[src/rtl/f1_reaction_ctrl.sv]
// Reaction-time scorer for the F1 starting-lights game: watches the light bar,
// times lights-out to button press in ms ticks, flags jump starts and timeouts.
module f1_reaction_ctrl #(
  parameter int WIDTH        = 16,
  parameter int TIMEOUT_MS   = 2000,
  parameter int MIN_VALID_MS = 100
) (
  input  logic             clk,
  input  logic             rst,
  input  logic [7:0]       lights,
  input  logic             tick,
  input  logic             button,
  input  logic             clear_best,
  output logic [WIDTH-1:0] reaction_ms,
  output logic [WIDTH-1:0] best_ms,
  output logic             result_valid,
  output logic             jump_start,
  output logic             timed_out,
  output logic             busy
);

  localparam logic [WIDTH-1:0] LP_TIMEOUT = WIDTH'(TIMEOUT_MS);
  localparam logic [WIDTH-1:0] LP_MIN     = WIDTH'(MIN_VALID_MS);
  localparam logic [WIDTH-1:0] LP_ONES    = {WIDTH{1'b1}};

  typedef enum logic [2:0] {
    S_IDLE,
    S_ARMED,
    S_FULL,
    S_TIMING,
    S_FOUL,
    S_DONE
  } state_t;

  state_t           r_state;
  state_t           w_state_nxt;
  logic             r_button_q;
  logic [WIDTH-1:0] r_cnt;
  logic [WIDTH-1:0] r_reaction;
  logic [WIDTH-1:0] r_best;
  logic             r_rv;
  logic             r_js;
  logic             r_to;

  logic             w_press;
  logic [WIDTH-1:0] w_cap;
  logic             w_start;
  logic             w_foul;
  logic             w_capture;
  logic             w_timeout;
  logic             w_cnt_clr;

  function automatic logic [WIDTH-1:0] sat_inc(input logic [WIDTH-1:0] v,
                                               input logic inc);
    if (inc && (v != LP_ONES))
      return v + {{(WIDTH-1){1'b0}}, 1'b1};
    return v;
  endfunction

  function automatic logic [WIDTH-1:0] min_of(input logic [WIDTH-1:0] a,
                                              input logic [WIDTH-1:0] b);
    return (a < b) ? a : b;
  endfunction

  // A press that shares its cycle with a tick includes that tick.
  assign w_press = button & ~r_button_q;
  assign w_cap   = sat_inc(r_cnt, tick);

  always_comb begin
    w_state_nxt = r_state;
    w_start     = 1'b0;
    w_foul      = 1'b0;
    w_capture   = 1'b0;
    w_timeout   = 1'b0;
    w_cnt_clr   = 1'b0;
    case (r_state)
      S_IDLE: begin
        if (lights != 8'h00) begin
          w_state_nxt = S_ARMED;
          w_start     = 1'b1;
        end
      end
      S_ARMED: begin
        if (w_press) begin
          w_state_nxt = S_FOUL;
          w_foul      = 1'b1;
        end else if (lights == 8'hFF) begin
          w_state_nxt = S_FULL;
        end else if (lights == 8'h00) begin
          w_state_nxt = S_IDLE;
        end
      end
      S_FULL: begin
        if (w_press) begin
          w_state_nxt = S_FOUL;
          w_foul      = 1'b1;
        end else if (lights == 8'h00) begin
          w_state_nxt = S_TIMING;
          w_cnt_clr   = 1'b1;
        end
      end
      S_TIMING: begin
        if (w_press) begin
          if (w_cap < LP_MIN) begin
            w_state_nxt = S_FOUL;
            w_foul      = 1'b1;
          end else begin
            w_state_nxt = S_DONE;
            w_capture   = 1'b1;
          end
        end else if (w_cap >= LP_TIMEOUT) begin
          w_state_nxt = S_DONE;
          w_timeout   = 1'b1;
        end
      end
      S_FOUL: w_state_nxt = S_DONE;
      S_DONE: begin
        if ((lights == 8'h00) && !w_press)
          w_state_nxt = S_IDLE;
      end
      default: w_state_nxt = S_IDLE;
    endcase
  end

  always_ff @(posedge clk or posedge rst) begin
    if (rst) begin
      r_state    <= S_IDLE;
      r_button_q <= 1'b1;
      r_cnt      <= '0;
      r_reaction <= '0;
      r_best     <= LP_ONES;
      r_rv       <= 1'b0;
      r_js       <= 1'b0;
      r_to       <= 1'b0;
    end else begin
      r_state    <= w_state_nxt;
      r_button_q <= button;
      r_rv       <= w_capture;
      if (w_cnt_clr)
        r_cnt <= '0;
      else if (r_state == S_TIMING)
        r_cnt <= w_cap;
      if (w_capture)
        r_reaction <= w_cap;
      // A capture coinciding with clear_best writes the new time, not all ones.
      if (w_capture)
        r_best <= clear_best ? w_cap : min_of(r_best, w_cap);
      else if (clear_best)
        r_best <= LP_ONES;
      if (w_start) begin
        r_js <= 1'b0;
        r_to <= 1'b0;
      end
      if (w_foul)
        r_js <= 1'b1;
      if (w_timeout)
        r_to <= 1'b1;
    end
  end

  assign reaction_ms  = r_reaction;
  assign best_ms      = r_best;
  assign result_valid = r_rv;
  assign jump_start   = r_js;
  assign timed_out    = r_to;
  assign busy         = (r_state == S_ARMED) || (r_state == S_FULL) ||
                        (r_state == S_TIMING);

endmodule

[config.mk]
export PLATFORM = sky130hd
export DESIGN_NAME = f1_reaction_ctrl
export DESIGN_NICKNAME = d
export VERILOG_FILES = /design/src/rtl/f1_reaction_ctrl.sv
export SDC_FILE = /design/constraint.sdc
export NUM_CORES = 1
export LEC_CHECK = 0
export BUFFER_PORTS_ARGS = -buffer_cell sky130_fd_sc_hd__buf_2
export CORE_AREA = 3 3 96 98
export DETAILED_ROUTE_END_ITERATION = 12
export DIE_AREA = 0 0 99 101
export SKIP_LAST_GASP = 1
export SLEW_MARGIN = 20
export SYNTH_ARGS = -nofsm -noshare
export SYNTH_HDL_FRONTEND = slang
export SYNTH_SLANG_ARGS = --single-unit
export TNS_END_PERCENT = 100
[constraint.sdc]
create_clock -name clk -period 4.6 [get_ports clk]
set_input_delay 0.46 -clock clk [delete_from_list [all_inputs] [get_ports clk]]
set_output_delay 0.46 -clock clk [all_outputs]
set_load 0.1 [all_outputs]
==> results of run 1 <==
[through the flow]
stage	power (mW)	hold WS, ns	instances	instance area [µm²]	setup slack [ns]
2_1_floorplan	0.739	0.464	342	3340	0.678
3_5_place_dp	0.787	0.473	491	3690	0.222
6_report	1.12	0.249	499	3810	0.318
3_3_place_gp	0.784	0.465	491	3690	0.307
5_1_grt	1.17	0.242	499	3810	0.0399
4_1_cts	1.13	0.245	499	3810	0.186
[worst max-delay path: stages, from the launching register on]
cell and delay, ns:
dfrtp_1 0.44, ha_1 0.24, nand4_1 0.23, or4_4 0.62
nand2_1 0.17, mux2_2 0.38, inv_1 0.11, ha_1 0.18
o211ai_1 0.12, a21boi_2 0.21, o2111ai_1 0.14, mux2_2 0.29
a211oi_1 0.27, nor4_2 0.11, a211o_4 0.46, o22a_1 0.23
[state kept, by name, indices dropped and copies added, names as in the netlist]
name	flops
best_ms	16
r_cnt	16
reaction_ms	16
r_state	3
jump_start	1
r_button_q	1
result_valid	1
timed_out	1
[synth_stat cells (3+ instances only)]
| master | n |
|---|---|
| o22a_1 | 16 |
| nor2_1 | 28 |
| dfstp_2 | 17 |
| mux2_2 | 8 |
| o31ai_1 | 5 |
| a21oi_1 | 21 |
| dfrtp_1 | 38 |
| mux2_1 | 3 |
| inv_1 | 20 |
| buf_2 | 4 |
| and3_1 | 3 |
| ha_1 | 14 |
| nand3_1 | 12 |
| buf_4 | 3 |
| o21ai_0 | 20 |
| nor2b_1 | 3 |
| xnor2_1 | 7 |
| clkbuf_1 | 7 |
| nor3_1 | 8 |
| o211ai_1 | 3 |
| xor2_1 | 3 |
| nand4_1 | 6 |
| buf_6 | 3 |
| a211oi_1 | 4 |
| nand2_1 | 28 |
| nand2b_1 | 4 |
| nor4_1 | 7 |
[power groups by stage]
stage               sequential, mW  combinational [mW]  clock [mW]
global route                 0.547               0.253       0.368
finish                       0.542               0.236       0.339
CTS                          0.540               0.239       0.349
floorplan                    0.589               0.150           0
global placement             0.548               0.235           0
detailed placement           0.549               0.238           0
[final timing paths]
check | start | endpoint | cells past startpoint
max | r_cnt[0] | best_ms[6] | 15
min | button | r_button_q | 1
max reg2reg | r_cnt[0] | best_ms[6] | 15
min reg2reg | reaction_ms[7] | reaction_ms[7] | 1
max in group asynchronous | rst | reaction_ms[5] | 3
min in group asynchronous | rst | reaction_ms[12] | 3
[final cells by class]
cell class,count,share of cell area [%]
sequential,55,36.6
clock inverter,3,1.25
multi-input combinational,249,46.3
tap,108,3.54
clock buffer,5,1.80
timing repair buffer,59,8.46
inverter,20,1.97
[cells by family after synthesis]
| kind of cell | synth area share (%) |
|---|---|
| AOI/OAI and AO/OA | 20.7 |
| xor gates and xnor gates | 3.78 |
| adders and majority gates | 5.24 |
| buffers and inverters | 5.46 |
| DFF | 41.8 |
| muxes | 4.30 |
| and+or+nand+nor | 18.7 |
[routing by layer]
| layer | GRT usage, % | routed length [µm] | share of wire [%] |
|---|---|---|---|
| met5 | 0 | 0 | 0 |
| met3 | 2.56 | 228 | 2.8 |
| met4 | 4.10 | 102 | 1.2 |
| met1 | 22.8 | 3860 | 47 |
| met2 | 28.5 | 4020 | 49 |
==> results_dict.tcl, run 1 <==
set metrics [dict create \
    drtIter0Drc 239 \
    finalSetupTns_ns 0 \
    ir_worst_vdd_v 0.000165 \
    design.die.area_um2 10000 \
    yosys.area.top_type "dfrtp_1" \
    start_util_pct 39.1 \
    finish.utilization_pct 44.6 \
    htreeDepth 2 \
    power_frac_clock_pct 30.3 \
    fmax_mhz 234 \
    fin_nets 417 \
    coreArea_um2 8550 \
    crit_type "register to register" \
    intPower_uw 731 \
    grt_max_degree 56 \
    layout_commonest_cell "buf_2" \
    cp-start-kind "register" \
    p_switching_uw 386 \
    cellPowerDensity_nw_per_um2 293 \
    layout_common_cells "buf_2 (48), dfrtp_1 (38), nand2_1 (28), nor2_1 (28), a21oi_1 (21)" \
    p_comb_share_pct 21.2 \
    diodes 0 \
    rows 34 \
    setup_viol 0 \
    drc 0 \
    arrival_ns 4.54 \
    grt_pass1_vias 2689 \
    ys.flop_type "dfrtp_1" \
    fill_cells 809 \
    tightest_slew_ns 0.699 \
    vias 2755 \
    area_delta_synth_final_pct 14.1 \
    cts.sinks 55 \
    gr-total-overflow 0 \
    yosysSeqAreaShare_pct 41.8 \
    postSynthRegisterBits 55 \
    p_sw_share_pct 34.6 \
    die_y_um 101 \
    drt.antenna.violating_nets 0 \
    crit_fanout 16 \
    route.final.wire_length_mm 8.21 \
    ctsHoldBuffers 0 \
    cts_tree "done" \
    clk_pin_slew_worst_paths_ns 0.11 \
    drtPass1Iterations 4 \
    dp_hpwl_mm 6.05 \
    cts-buffers-inserted 5 \
    period_share_pct 93.1 \
    synth_area_um2 3340 \
    wl_per_cell_um 16.5 \
    grt_pass1_wl_mm 13.7 \
    drive_gt1_share_pct 28.1 \
    synth.area.top_cells "dfrtp_1 (28%), dfstp_2 (13%), ha_1 (5.2%), o22a_1 (4.2%), a21oi_1 (3.1%)" \
    io_buffers 48 \
    finClkSkew_ns 0.00565 \
    seqPwrFrac_pct 48.5 \
    r2r_setup_slack_ns 0.32 \
    cp.required_ns 4.85 \
    antenna_found_initial 0 \
    die_w_um 99 \
    multi_input_area_um2 1770 \
    drv_slew 0 \
    syn-num-nets 369 \
    cts_setup_buffers 0 \
    synth.avg_cell_area_um2 9.78 \
    cts_repair_resize_count 0 \
    io_pins 49 \
    hold_class "input port to register" \
    hold_violations 0 \
    regArea_um2 1400 \
    synthDistinctLibCells 65 \
    cap_violations 0 \
    power.leakage_nw 1.64 \
    track_usage_pct 16.9 \
    rsz0062_at_grt "false" \
    min_period_ns 4.28 \
    async_flop_share_pct 100 \
    clockBufferDepth 2 \
    ys_warn_count 0 \
    slew_headroom_pct 52.9 \
    clock_latency_ns 0.32 \
    yosysTopAreaCellShare_pct 28.4 \
    synth_edf_count 0 \
    cts-root-buf "clkbuf_8" \
    outcome "finished clean" \
    vias_per_cell 5.52 \
    place.gp.congestion 0.807 \
    synthCells 342 \
    endpoint_kind "register" \
]
No activity file was read; power rests on OpenSTA's default activity.
==> inputs of run 2 (changes only) <==
--- a/config.mk
+++ b/config.mk
@@ -8,5 +8,8 @@
 export BUFFER_PORTS_ARGS = -buffer_cell sky130_fd_sc_hd__buf_2
-export CORE_AREA = 3 3 96 98
+export CELL_PAD_IN_SITES_DETAIL_PLACEMENT = 1
+export CELL_PAD_IN_SITES_GLOBAL_PLACEMENT = 2
+export CORE_AREA = 3 3 101 103
 export DETAILED_ROUTE_END_ITERATION = 12
-export DIE_AREA = 0 0 99 101
+export DIE_AREA = 0 0 104 106
+export PLACE_DENSITY_LB_ADDON = 0.1
 export SKIP_LAST_GASP = 1
==> constraint.sdc (replaced) <==
create_clock -name clk -period 4.6 [get_ports clk]
set_input_delay 0 -clock clk [delete_from_list [all_inputs] [get_ports clk]]
set_output_delay 0 -clock clk [all_outputs]
set_load 0.1 [all_outputs]
==> results_dict.tcl, run 2 (same netlist as run 1, synthesis figures left out) <==
set metrics [dict create \
    crit_fanout 16 \
    cp-start-kind "register" \
    fin_ws_ns 0.315 \
    finish.utilization_pct 42.1 \
    design.die.area_um2 11000 \
    cp-startpoint "r_cnt[0]" \
    drt.antenna.violating_nets 0 \
    die_w_um 104 \
    fin_area_um2 3910 \
    cap_violations 0 \
    path_delay_family "compound AO/OA/AOI/OAI gates" \
    hold_class "input port to register" \
    finalSetupTns_ns 0 \
    cts_repair_resize_count 0 \
    finClkSkew_ns 0.0109 \
    cts.sinks 55 \
    clockBufferDepth 2 \
    layout_commonest_cell "buf_2" \
    clk_pin_slew_worst_paths_ns 0.11 \
    r2r_setup_slack_ns 0.31 \
    whs_ns 0.0707 \
    die_y_um 106 \
    cts-buffers-inserted 5 \
    p_sw_share_pct 34.7 \
    cellPowerDensity_nw_per_um2 287 \
    start_util_pct 36.0 \
    track_usage_pct 18.1 \
    dp.cells 520 \
    cp.required_ns 4.85 \
    antenna_found_initial 0 \
    r2r_start "r_cnt[0]" \
    htreeDepth 2 \
    gr-total-overflow 0 \
    endpoint_kind "register" \
    fill_cells 1095 \
    fin_nets 427 \
    p_switching_uw 389 \
    tightest_slew_ns 0.723 \
    instances_no_fill 530 \
    drtIter0Drc 84 \
    rsz0062_at_grt "false" \
    power.leakage_nw 1.68 \
    outcome "finished clean" \
    grt_max_degree 56 \
    slowest_delay_ns 0.62 \
    r2r_cells 15 \
    place.gp.congestion 0.805 \
    hold_violations 0 \
    route.final.wire_length_mm 9.70 \
    seqPwrFrac_pct 48.5 \
    critical-path-slowest-cell "or4_4" \
    fmax_mhz 233 \
    layout_common_cells "buf_2 (48), dfrtp_1 (38), nand2_1 (28), nor2_1 (28), a21oi_1 (21)" \
    io_pins 49 \
    p_total_mw 1.12 \
    arrival_ns 4.54 \
    grt_pass1_wl_mm 16.2 \
    drive_gt1_share_pct 28.9 \
    cts-root-buf "clkbuf_8" \
    clock_latency_ns 0.32 \
    setup_viol 0 \
    crit_buf_inv 1 \
    cp-endpoint "best_ms[1]" \
    period_share_pct 93.2 \
    cp.depth 15 \
    vias 2813 \
    ir_worst_vdd_v 0.000263 \
    coreArea_um2 9280 \
    postPlaceCellArea_um2 3780 \
    r2r-end "best_ms[1]" \
    rows 35 \
    io_buffers 48 \
    dp_hpwl_mm 7.35 \
    drc 0 \
    grt_pass1_vias 2961 \
    area_delta_synth_final_pct 16.9 \
    crit_chain "ha_1, nand4_1, or4_4, nand2_1, mux2_2, inv_1, ha_1, o211ai_1, a21boi_0, o2111ai_1, mux2_2, a211oi_1, nor4_2, a211o_4, o22a_1" \
    power_frac_clock_pct 29.9 \
    intPower_uw 732 \
    p_comb_share_pct 21.5 \
    slew_headroom_pct 51.8 \
    wl_per_cell_um 18.3 \
    crit_type "register to register" \
    vias_per_cell 5.31 \
    drv_slew 0 \
    diodes 0 \
    min_period_ns 4.29 \
    place_ws_ns 0.340 \
    drtPass1Iterations 4 \
    cts_tree "done" \
]
[run 2: cell types whose count changed in the layout (fill, tap and decap cells not counted)]
cell           delta
clkinvlp_4        +1
buf_4             +8
a21boi_2          -1
inv_6             -1
dlygate4sd3_1     +2
clkinv_4          -1
a21boi_0          +1
clkbuf_1          +1
[run 2: power groups by stage]
stage          clock, mW  combinational (mW)  sequential, mW
2_1_floorplan          0               0.150           0.589
3_3_place_gp           0               0.241           0.551
3_5_place_dp           0               0.243           0.552
4_1_cts            0.350               0.244           0.544
5_1_grt            0.368               0.261           0.549
6_report           0.336               0.242           0.544
[run 2: timing repair]
item | 4_1_cts | 5_1_grt
hold buffers | 2 | 0
buffers inserted | 0 | 0
endpoints found under the hold margin | 39 | 0
[run 2: worst min-delay path by stage]
stage	start	to	slack (ns)	cells after the start
after floorplan	button	r_button_q	0.004	0
after global placement	button	r_button_q	0.13	1
after detailed placement	button	r_button_q	0.13	1
after CTS	tick	r_cnt[0]	0.06	3
after global routing	tick	r_cnt[0]	0.09	3
final	tick	r_cnt[0]	0.07	3
[run 2: layout make-up]
cell class                      instances  area (µm²)  area share (%)
Inverter                               20        75.1            1.92
Clock inverter                          2        37.5           0.960
Multi-Input combinational cell        249        1760            45.1
Tap cell                              129         161            4.13
Sequential cell                        55        1400            35.7
Timing Repair Buffer                   69         403            10.3
Clock buffer                            6        72.6            1.86
[run 2: routing by layer]
metal | routed length, µm | share of wire (%) | GRT usage (%)
met1 | 4780 | 49 | 25.1
met2 | 4560 | 47 | 30.6
met3 | 258 | 2.7 | 2.31
met4 | 105 | 1.1 | 3.32
met5 | 0 | 0 | 0
[run 2: tightest hold or removal path, cell delays in order]
cell and delay [ns]:
buf_2 0.14, nand2_1 0.13, o31ai_1 0.08
==> inputs of run 3 (changes only) <==
GPL_TIMING_DRIVEN = 0   (was unset)
==> results_dict.tcl, run 3 (same netlist as run 1, synthesis figures left out) <==
set metrics [dict create \
    arrival_ns 4.58 \
    cts-buffers-inserted 5 \
    dp_hpwl_mm 7.11 \
    tightest_slew_ns 0.692 \
    htreeDepth 2 \
    area_delta_synth_final_pct 16.3 \
    hold_depth 3 \
    drt.antenna.violating_nets 0 \
    grt_pass1_vias 3016 \
    io_buffers 48 \
    r2r_setup_slack_ns 0.28 \
    finClkSkew_ns 0.0136 \
    layout_commonest_cell "buf_2" \
    outcome "finished clean" \
    clk_pin_slew_worst_paths_ns 0.12 \
    layout_common_cells "buf_2 (52), dfrtp_1 (38), nand2_1 (28), nor2_1 (28), a21oi_1 (21)" \
    drc 0 \
    min-delay-start "tick" \
    whs_endpoint "r_cnt[0]" \
    drtIter0Drc 80 \
    cp-start-kind "register" \
    ir_worst_vdd_v 0.000321 \
    die_y_um 106 \
    vias 2865 \
    grt_max_degree 56 \
    crit_fanout 10 \
    vias_per_cell 5.41 \
    place.gp.congestion 0.807 \
    wl_per_cell_um 17.4 \
    power.leakage_nw 1.67 \
    io_pins 49 \
    r2r-end "best_ms[3]" \
    fmax_mhz 232 \
    cts-root-buf "clkbuf_8" \
    whs_ns 0.0816 \
    rows 35 \
    track_usage_pct 17.5 \
    crit_type "register to register" \
    endpoint_kind "register" \
    hold_class "input port to register" \
    cellPowerDensity_nw_per_um2 280 \
    diodes 0 \
    drv_slew 0 \
    route.final.wire_length_mm 9.21 \
    slew_headroom_pct 53.9 \
    rsz0062_at_grt "false" \
    grt_pass1_wl_mm 15.7 \
    clockBufferDepth 2 \
    cts.sinks 55 \
    start_util_pct 36.0 \
    place_ws_ns -0.0476 \
    antenna_found_initial 0 \
    gr-total-overflow 0 \
    r2r_cells 16 \
    cap_violations 0 \
    cp.required_ns 4.87 \
    setup_viol 0 \
    min_period_ns 4.32 \
    r2r_start "r_cnt[0]" \
    design.die.area_um2 11000 \
    clock_latency_ns 0.32 \
    drtPass1Iterations 4 \
    fin_nets 427 \
    fin_ws_ns 0.282 \
    period_share_pct 93.9 \
    drive_gt1_share_pct 27.9 \
    cts_tree "done" \
    hold_violations 0 \
    coreArea_um2 9280 \
    die_w_um 104 \
]
==> run 3: cell types whose count changed in the layout (fill, tap and decap cells not counted), moves of 3 or more <==
cell,delta
buf_6,+3
clkbuf_1,+6
buf_2,+4
buf_4,-15
==> run 3: what timing repair did <==
action                                 CTS  global route
pin swaps                                0             1
setup endpoints to repair               10            16
buffers inserted                         0             1
hold buffers                             2             0
resized for setup                        1             2
endpoints found under the hold margin   39             0
==> run 3: worst max path at each step <==
stage | start | end | slack, ns | depth (start not counted)
6_report | r_cnt[0] | best_ms[3] | 0.28 | 16
5_1_grt | r_cnt[0] | best_ms[15] | 0.009 | 16
4_1_cts | r_cnt[0] | best_ms[3] | 0.03 | 17
3_5_place_dp | r_cnt[0] | best_ms[3] | -0.05 | 17
3_3_place_gp | r_cnt[0] | best_ms[0] | 0.09 | 17
2_1_floorplan | r_cnt[0] | best_ms[15] | 0.68 | 17
==> run 3: report_power, final <==
part / switching, mW / internal, mW / leakage (nW)
combinational: 0.200 / 0.0661 / 0.917
clock: 0.186 / 0.115 / 0.0515
sequential: 0.0168 / 0.505 / 0.699
total: 0.402 / 0.686 / 1.67
==> run 3: stage by stage <==
| step | TNS [ns] | utilization, % | power, mW | area, µm² | std cells |
|---|---|---|---|---|---|
| after floorplan | 0 | - | 0.739 | 3340 | 342 |
| final | 0 | 41.9 | 1.09 | 3890 | 530 |
| after global placement | 0 | 40.4 | 0.792 | 3750 | 519 |
| after detailed placement | -0.351 | 40.4 | 0.796 | 3750 | 519 |
| after CTS | 0 | 41.7 | 1.11 | 3870 | 529 |
| after global routing | 0 | 41.9 | 1.15 | 3890 | 530 |
==> run 3: cell type report <==
type	count	area, µm²
Tap cell	129	161
Inverter	20	77.6
Multi-Input combinational cell	249	1770
Timing Repair Buffer	51	268
Clock inverter	3	33.8
Buffer	18	108
Fill cell	1110	5400
Sequential cell	55	1400
Clock buffer	5	68.8
==> run 3: routing by layer <==
| layer | vias up | global-route usage [%] | share of wire, % |
|---|---|---|---|
| li1 | 1369 | - | - |
| met1 | 1446 | 23.7 | 48 |
| met2 | 44 | 30.2 | 48 |
| met3 | 6 | 2.37 | 2.4 |
| met4 | 0 | 3.42 | 0.80 |
| met5 | - | 0 | 0 |
==> run 3: worst max-delay path, cell delays in order, from the launching register on <==
cell	delay [ns]
dfrtp_1	0.45
ha_1	0.24
nand4_1	0.35
nor3_2	0.35
nand3_1	0.14
mux2i_1	0.43
inv_1	0.14
ha_1	0.34
nand3_1	0.12
nor2_1	0.16
o2111ai_1	0.13
mux2_2	0.28
a211oi_2	0.26
nor4_2	0.11
a211o_4	0.41
buf_6	0.16
o22a_1	0.20
